[src/rtl/dual_mem_arbiter.sv]
// dual_mem_arbiter
//  Shares one dual-port RAM (RAM_WIDTH x RAM_DEPTH) between NUM_REQ requesters.
//  The write port and the read port each have their own arbiter, and both
//  arbiters decide every cycle. After reset the block zero-fills the whole RAM,
//  and it issues no grant until that sweep is finished. Read data comes back
//  tagged with the requester id, one cycle after the grant.
//
//  Optional feature macro: DUAL_MEM_ARB_RR_EN
//   defined   : each port arbitrates round-robin with its own priority pointer
//   undefined : fixed priority, lowest index wins, no pointers
//
//  Ports
//   clk, rst_n              clock, asynchronous active-low reset
//   wr_req/wr_addr/wr_data  per-requester write requests (flattened, slice i = requester i)
//   wr_gnt                  combinational one-hot write grant
//   rd_req/rd_addr          per-requester read requests (flattened)
//   rd_gnt                  combinational one-hot read grant
//   rd_rsp_valid/rd_rsp_id  registered read response qualifier and owner
//   rd_rsp_data             RAM read data passed straight through
//   init_done               high once the zero-fill sweep is complete
//   ram_*                   RAM control/data; ram_data_out is the RAM read data
module dual_mem_arbiter #(
  parameter int unsigned NUM_REQ   = 4,
  parameter int unsigned RAM_WIDTH = 64,
  parameter int unsigned RAM_DEPTH = 1024,
  parameter int unsigned ADDR_SIZE = 10,
  parameter int unsigned ID_W      = 2
) (
  input  logic                           clk,
  input  logic                           rst_n,
  input  logic [NUM_REQ-1:0]             wr_req,
  input  logic [NUM_REQ*ADDR_SIZE-1:0]   wr_addr,
  input  logic [NUM_REQ*RAM_WIDTH-1:0]   wr_data,
  output logic [NUM_REQ-1:0]             wr_gnt,
  input  logic [NUM_REQ-1:0]             rd_req,
  input  logic [NUM_REQ*ADDR_SIZE-1:0]   rd_addr,
  output logic [NUM_REQ-1:0]             rd_gnt,
  output logic                           rd_rsp_valid,
  output logic [ID_W-1:0]                rd_rsp_id,
  output logic [RAM_WIDTH-1:0]           rd_rsp_data,
  output logic                           init_done,
  output logic                           ram_mem_en,
  output logic                           ram_write,
  output logic [ADDR_SIZE-1:0]           ram_wr_address,
  output logic [RAM_WIDTH-1:0]           ram_data_in,
  output logic                           ram_op_en,
  output logic                           ram_read,
  output logic [ADDR_SIZE-1:0]           ram_rd_address,
  input  logic [RAM_WIDTH-1:0]           ram_data_out
);

  localparam int unsigned LAST_ADDR = RAM_DEPTH - 1;

  typedef enum logic [0:0] {
    ST_INIT = 1'b0,
    ST_RUN  = 1'b1
  } state_e;

  state_e               state_q, state_d;
  logic [ADDR_SIZE-1:0] init_cnt_q, init_cnt_d;
  logic                 init_done_q, init_done_d;
  logic                 rsp_valid_q, rsp_valid_d;
  logic [ID_W-1:0]      rsp_id_q, rsp_id_d;

  // Returns {found, index}: first requester found scanning from ptr upward with wrap.
  function automatic logic [ID_W:0] pick(input logic [NUM_REQ-1:0] req,
                                         input logic [ID_W-1:0]    ptr);
    logic [ID_W:0] res;
    int unsigned   idx;
    res = '0;
    for (int unsigned k = 0; k < NUM_REQ; k++) begin
      idx = 32'(ptr) + k;
      if (idx >= NUM_REQ) idx = idx - NUM_REQ;
      if (!res[ID_W] && req[ID_W'(idx)]) res = {1'b1, ID_W'(idx)};
    end
    return res;
  endfunction

  // Slot after the winner, modulo NUM_REQ.
  function automatic logic [ID_W-1:0] next_ptr(input logic [ID_W-1:0] idx);
    return (32'(idx) == NUM_REQ - 1) ? '0 : ID_W'(idx + ID_W'(1));
  endfunction

  // Unpack the flattened request buses.
  logic [ADDR_SIZE-1:0] wr_addr_a [NUM_REQ];
  logic [RAM_WIDTH-1:0] wr_data_a [NUM_REQ];
  logic [ADDR_SIZE-1:0] rd_addr_a [NUM_REQ];

  always_comb begin
    for (int unsigned i = 0; i < NUM_REQ; i++) begin
      wr_addr_a[i] = wr_addr[i*ADDR_SIZE +: ADDR_SIZE];
      wr_data_a[i] = wr_data[i*RAM_WIDTH +: RAM_WIDTH];
      rd_addr_a[i] = rd_addr[i*ADDR_SIZE +: ADDR_SIZE];
    end
  end

  logic [ID_W:0]   wr_pick, rd_pick;
  logic            wr_found, rd_found;
  logic [ID_W-1:0] wr_idx, rd_idx;

`ifdef DUAL_MEM_ARB_RR_EN
  logic [ID_W-1:0] wr_ptr_q, wr_ptr_d, rd_ptr_q, rd_ptr_d;
  assign wr_pick = pick(wr_req, wr_ptr_q);
  assign rd_pick = pick(rd_req, rd_ptr_q);
`else
  assign wr_pick = pick(wr_req, ID_W'(0));
  assign rd_pick = pick(rd_req, ID_W'(0));
`endif

  assign wr_found = wr_pick[ID_W];
  assign wr_idx   = wr_pick[ID_W-1:0];
  assign rd_found = rd_pick[ID_W];
  assign rd_idx   = rd_pick[ID_W-1:0];

  // State register and response/pointer registers.
  always_ff @(posedge clk or negedge rst_n) begin
    if (!rst_n) begin
      state_q     <= ST_INIT;
      init_cnt_q  <= '0;
      init_done_q <= 1'b0;
      rsp_valid_q <= 1'b0;
      rsp_id_q    <= '0;
`ifdef DUAL_MEM_ARB_RR_EN
      wr_ptr_q    <= '0;
      rd_ptr_q    <= '0;
`endif
    end else begin
      state_q     <= state_d;
      init_cnt_q  <= init_cnt_d;
      init_done_q <= init_done_d;
      rsp_valid_q <= rsp_valid_d;
      rsp_id_q    <= rsp_id_d;
`ifdef DUAL_MEM_ARB_RR_EN
      wr_ptr_q    <= wr_ptr_d;
      rd_ptr_q    <= rd_ptr_d;
`endif
    end
  end

  // Next state, grants and RAM controls.
  always_comb begin
    state_d        = state_q;
    init_cnt_d     = init_cnt_q;
    init_done_d    = init_done_q;
    rsp_valid_d    = 1'b0;
    rsp_id_d       = rsp_id_q;
    wr_gnt         = '0;
    rd_gnt         = '0;
    ram_mem_en     = 1'b1;
    ram_write      = 1'b0;
    ram_wr_address = '0;
    ram_data_in    = '0;
    ram_read       = 1'b0;
    ram_rd_address = '0;
`ifdef DUAL_MEM_ARB_RR_EN
    wr_ptr_d       = wr_ptr_q;
    rd_ptr_d       = rd_ptr_q;
`endif
    unique case (state_q)
      ST_INIT: begin
        // Zero-fill sweep; requests are ignored until it completes.
        ram_write      = 1'b1;
        ram_wr_address = init_cnt_q;
        init_cnt_d     = init_cnt_q + 1'b1;
        if (init_cnt_q == ADDR_SIZE'(LAST_ADDR)) begin
          state_d     = ST_RUN;
          init_done_d = 1'b1;
        end
      end
      ST_RUN: begin
        if (wr_found) begin
          wr_gnt         = NUM_REQ'(1) << wr_idx;
          ram_write      = 1'b1;
          ram_wr_address = wr_addr_a[wr_idx];
          ram_data_in    = wr_data_a[wr_idx];
`ifdef DUAL_MEM_ARB_RR_EN
          wr_ptr_d       = next_ptr(wr_idx);
`endif
        end
        if (rd_found) begin
          rd_gnt         = NUM_REQ'(1) << rd_idx;
          ram_read       = 1'b1;
          ram_rd_address = rd_addr_a[rd_idx];
          rsp_valid_d    = 1'b1;
          rsp_id_d       = rd_idx;
`ifdef DUAL_MEM_ARB_RR_EN
          rd_ptr_d       = next_ptr(rd_idx);
`endif
        end
      end
    endcase
  end

  assign init_done    = init_done_q;
  assign ram_op_en    = init_done_q;
  assign rd_rsp_valid = rsp_valid_q;
  assign rd_rsp_id    = rsp_id_q;
  assign rd_rsp_data  = ram_data_out;

endmodule
[config.mk]
export PLATFORM = sky130hd
export DESIGN_NAME = dual_mem_arbiter
export DESIGN_NICKNAME = d
export VERILOG_FILES = /design/src/rtl/dual_mem_arbiter.sv
export SDC_FILE = /design/constraint.sdc
export NUM_CORES = 1
export LEC_CHECK = 0
export ABC_CLOCK_PERIOD_IN_PS = 3600
export CAP_MARGIN = 40
export CORE_AREA = 2 2 222 224
export CTS_CLUSTER_SIZE = 8
export DETAILED_ROUTE_END_ITERATION = 8
export DIE_AREA = 0 0 224 226
export GPL_TIMING_DRIVEN = 1
export SLEW_MARGIN = 40
export SYNTH_ARGS = -nofsm -noshare
export SYNTH_HDL_FRONTEND = slang
export SYNTH_SLANG_ARGS = --single-unit
[constraint.sdc]
create_clock -name clk -period 3.6 [get_ports clk]
set_input_delay 0.72 -clock clk [delete_from_list [all_inputs] [get_ports clk]]
set_output_delay 0.72 -clock clk [all_outputs]
set_load 0.005 [all_outputs]
Word level (Yosys, flattened, before mapping)
Index checks and enable logic that the tools add are counted.
{"block": "classes", "add_sub_neg": 1, "magnitude_cmp": 2, "n_eq_ne": 1, "n_shift": 2, "n_mux": 33, "bitwise_logic": 3, "n_reduce_logical": 14}
{"cell": "64-bit two-way mux", "n": 4}
{"cell": "64-bit binary-select mux with 2-bit select", "n": 1}
{"cell": "10-bit two-way mux", "n": 7}
{"cell": "10-bit binary-select mux with 2-bit select", "n": 2}
{"cell": "3-bit two-way mux", "n": 8}
{"cell": "10-bit one-hot mux with 2 select lines", "n": 1}
{"cell": "4-bit two-way mux", "n": 4}
{"cell": "10-bit by 1-bit adder with 10-bit output, second input constant", "n": 1}
{"cell": "10-bit equality test, second input constant", "n": 1}
{"cell": "1-bit by 2-bit left shift with 4-bit output, first input constant", "n": 2}
{"cell": "3-bit greater-or-equal comparator, second input constant", "n": 2}
{"cell": "1-bit logical AND", "n": 6}
{"cell": "1-bit zero test", "n": 6}
{"cell": "2-bit NOT with 3-bit output", "n": 2}
{"cell": "1-bit two-way mux", "n": 5}
{"cell": "2-bit AND reduction", "n": 2}
{"cell": "1-bit one-hot mux with 2 select lines", "n": 1}
{"cell": "1-bit NOT", "n": 1}
{"block": "word_totals", "register_bits": 15, "word_cells": 61}

Depth between registers and ports, before layout
Gate-level depths: netlist of the first run.
{"block": "logic_depth", "ltp_word": 16, "ltp_mapped": 6, "mapped_depth_nobuf": 4}

Least setup slack after synthesis of the first run
No wires, ideal clock.
{"block": "synth_timing", "path_kind": "input port to output port", "from": "input port wr_req[2]", "to": "output port ram_data_in[63]", "arrival_time_ps": 1594, "required_ps": 2880, "path_slack_ps": 1286, "stages": 5, "path_buffers": 2, "cell_sequence": "buf_4 buf_4 nand3b_1 a211o_1 a31oi_1"}
{"block": "synth_via", "elab_chain_len": 11}
{"element": "from (decl)", "line_no": "31", "text": "input logic [NUM_REQ-1:0] wr_req,"}
{"element": "1-bit logical AND (*)", "line_no": "74", "text": "if (!res[ID_W] && req[ID_W'(idx)]) res = {1'b1, ID_W'(idx)};"}
{"element": "3-bit two-way mux (*)", "line_no": "74"}
{"element": "1-bit zero test", "line_no": "74"}
{"element": "1-bit logical AND", "line_no": "74"}
{"element": "3-bit two-way mux (*)", "line_no": "74"}
{"element": "2-bit NOT with 3-bit output (implied by the code)", "line_no": "175", "text": "ram_data_in = wr_data_a[wr_idx];"}
{"element": "64-bit binary-select mux with 2-bit select", "line_no": "175"}
{"element": "64-bit two-way mux (implied by the code) (2 in series)", "line_no": "175"}
{"element": "64-bit two-way mux (*)", "line_no": "171", "text": "if (wr_found) begin"}
{"element": "64-bit two-way mux (*)", "line_no": "159", "text": "unique case (state_q)"}
{"element": "to (decl)", "line_no": "45", "text": "output logic [RAM_WIDTH-1:0] ram_data_in,"}
Mark *: on every way between the ends. The rest lies on a longest branch, timed or not. The select of a mux whose other input is x is not followed.

Worst setup path after layout of the first run
{"block": "layout_timing", "from": "input port rd_req[1]", "to": "output port ram_rd_address[5]"}
{"block": "layout_via", "elab_chain_len": 14}
{"element": "from (decl)", "line_no": "35", "text": "input logic [NUM_REQ-1:0] rd_req,"}
{"element": "1-bit logical AND (*)", "line_no": "74"}
{"element": "3-bit two-way mux (*)", "line_no": "74"}
{"element": "1-bit zero test", "line_no": "74"}
{"element": "1-bit logical AND", "line_no": "74"}
{"element": "3-bit two-way mux (*)", "line_no": "74"}
{"element": "1-bit zero test", "line_no": "74"}
{"element": "1-bit logical AND", "line_no": "74"}
{"element": "3-bit two-way mux (*)", "line_no": "74"}
{"element": "2-bit NOT with 3-bit output (implied by the code)", "line_no": "183", "text": "ram_rd_address = rd_addr_a[rd_idx];"}
{"element": "10-bit binary-select mux with 2-bit select", "line_no": "183"}
{"element": "10-bit two-way mux (implied by the code) (2 in series)", "line_no": "183"}
{"element": "10-bit two-way mux (*)", "line_no": "180", "text": "if (rd_found) begin"}
{"element": "10-bit two-way mux (*)", "line_no": "159"}
{"element": "to (decl)", "line_no": "48", "text": "output logic [ADDR_SIZE-1:0] ram_rd_address,"}
Marks and branches as above.

==> results.toml, run 1 <==
[floorplan]
pin_count = 574
die_area_mm2 = 0.05062
die_h_um = 226
start_util = 0.1195
die_x_um = 224
core_area_mm2 = 0.04834
num_rows = 81

[timing]
min_period_ns = 3.321
slew_headroom = 0.6171
max_freq_mhz = 301.2
hold_viol = 0
max_slew.worst_pin.slew_ns = 0.5743
final-setup-viol-count = 0
skew_ns = 0.004844
rsz0062_at_grt = "false"
period_share = 0.9224
drv_slew = 0
setup_tns_ns = 0

[clocking]
path_clk_slew_ns = 0.05
ctsResizeCount = 0
clkLatencyLatePin_ns = 0.25
cts_root_buf = "clkbuf_16"
cts.sinks = 15
cts-htree-levels = 1
numCtsBuffers = 3
hold_buffers = 0
cts_tree = "built"
cts_setup_buffers = 0
clock_path_buffers = 2

[setup_path]
cp_top_family = "buffers and inverters"
critPathBufInv = 3
crit_path_end_kind = "output port"
cp_slowest_cell = "clkdlybuf4s50_1"
critPathArrivalTime_ns = 2.60
crit_chain = "clkdlybuf4s50_1, buf_12, nor2_2, o21ai_0, a21oi_1, clkdlybuf4s50_1"
critPathMaxFanout = 27
crit_top_cell = "clkdlybuf4s50_1"
max_stage_delay_ns = 0.53
start_kind = "primary input"
worstPathRequired_ns = 2.88
crit_type = "primary input to output port"

[route]
vias = 7550
wl_per_cell_um = 16.66
drt_iter0_drc = 281
firstDrtPassIters = 5
routed_wirelength_um = 30200
vias_per_cell = 4.164
drc = 0
drtAntennaViolNets = 0

[cells_and_area]
nNetsFinal = 1601
area_growth_pct = 80.85
layout_common_cells = "439 x clkdlybuf4s50_1, 155 x a21oi_1, 91 x nor2b_1"
layout_commonest_cell = "clkdlybuf4s50_1"
drive_above_1_share = 0.04121
final_core_util = 0.2161
fin_area_mm2 = 0.01045
final_cells = 1813

[global_route]
antenna_found_initial = 2
grt.total_usage = 0.1077
grt_pass1_vias = 7412
grt_max_degree = 78
grt_pass1_wl_um = 42800
grt_overflow_total = 0

[yosys]
syn-num-nets = 1277
synth_top_area_frac = 0.1343
synth_compound_area_frac = 0.3555
synth_xor_xnor_area_share = 0.01365
synthMuxAreaShare = 0.001950
syn_inst = 866
synth-edff-count = 0
synthAdderAreaFrac = 0.002166
synthFlopType = "dfrtp_1"
synth_top_area_cell = "a21oi_1"
synth_area_leaders = "a21oi_1 13%, and3b_1 11%, a22o_1 11%"
synth_top_family_by_area = "compound AO/OA/AOI/OAI gates"
ys_seq_elements = 15
yosysSeqAreaShare = 0.06499
async_reset_ff_frac = 1.000
yosys_warnings = 0
synth_simple_gate_area_share = 0.3375
syn_avg_cell_area_um2 = 6.669
syn_area_mm2 = 0.005776
ys_types = 47

[pwr]
p_leak_nw = 4.148
power.density_mw_per_mm2 = 115.3
vdd_drop_max_mv = 0.1251

[placement]
dp_hpwl_um = 24270
place.gp.congestion = 0.9021
place_area_mm2 = 0.01036
port_buffers = 444
place_inst = 1807

[outcome]
status = "finished, final reports clean"

[worst_hold_path]
hold_path.class = "primary input to asynchronous set/reset pin"

[job]
drv_cap = 0
## final timing paths
path,start,endpoint,slack [ns],cells after the start
max,rd_req[1],ram_rd_address[5],0.28,6
min,rst_n,rd_rsp_id[0],0.38,1
max reg2reg,state_q,init_cnt_q[8],2.04,4
min reg2reg,rd_rsp_id[1],rd_rsp_id[1],0.49,1
max in group asynchronous,rst_n,init_cnt_q[9],2.94,1
min in group clk,rd_rsp_id[1],rd_rsp_id[1],0.49,1
## cells by family after synthesis
group,count (synthesis)
AO/OA/AOI/OAI,333
AND/OR/NAND/NOR,270
buffers and inverters,236
flip-flops,15
XOR/XNOR,9
adder cells (fa/ha/maj),1
other,1
multiplexers,1
## per-stage QoR
step	power, W	setup WS [ns]	hold WS, ns
CTS	0.001214	0.3193	0.4885
floorplan	0.0005546	1.286	0.4244
global placement	0.0009795	0.3361	0.4782
finish	0.001205	0.2794	0.3818
detailed placement	0.0009845	0.3278	0.4772
global route	0.001283	0.2032	0.4176
## state kept, by name, summed over array words and instances (netlist names)
register and count:
init_done 1, rd_rsp_valid 1, rd_rsp_id 2, init_cnt_q 10, state_q 1
## power by group
| part | leakage [nW] | total (W) | switching [W] | internal, W |
|---|---|---|---|---|
| Sequential | 0.195 | 0.000169 | 0 | 0.000169 |
| Combinational | 3.91 | 0.000815 | 0.000302 | 0.000512 |
| Clock | 0.0409 | 0.000221 | 0.0000726 | 0.000149 |
| Total | 4.15 | 0.00120 | 0.000375 | 0.000830 |
## per-layer routing
layer | global-route usage | up-vias | wire length, µm
met1 | 0.1250 | 3501 | 12170
met3 | 0.02420 | 58 | 2127
li1 | - | 3647 | -
met2 | 0.1967 | 344 | 15100
met5 | 0 | - | 0
met4 | 0.03140 | 0 | 799
## Yosys cell counts, drive strengths merged, types with 2 or more instances
master   count
clkbuf      33
a2bb2oi      2
xnor2        6
buf        125
o21ai       75
a221oi       9
a22o        72
or3b         2
o221a        2
and3b       75
nand2        6
dfrtp       15
xor2         3
nor3         3
o31ai        9
nor2         8
o41ai        2
nand3b      75
a21oi      155
inv         78
nor2b       91
nand4        2
## final cells by class
type                    instances  area, µm²
clock inverters                 1      5.005
fillers                      5410      37900
well taps                     622      778.2
diodes                          2      5.005
multi-input cells             615       4133
flip-flops and latches         15      375.4
inverters                      78      292.8
repair buffers                477       4781
clock buffers                   3      75.07
Power figures use the tool's default switching activity.
==> run 2, diff against run 1 <==
Settings changed: TNS_END_PERCENT from default to 5.
==> results of run 2 <==
No change in the layout: final DEF, timing and power equal those of run 1.
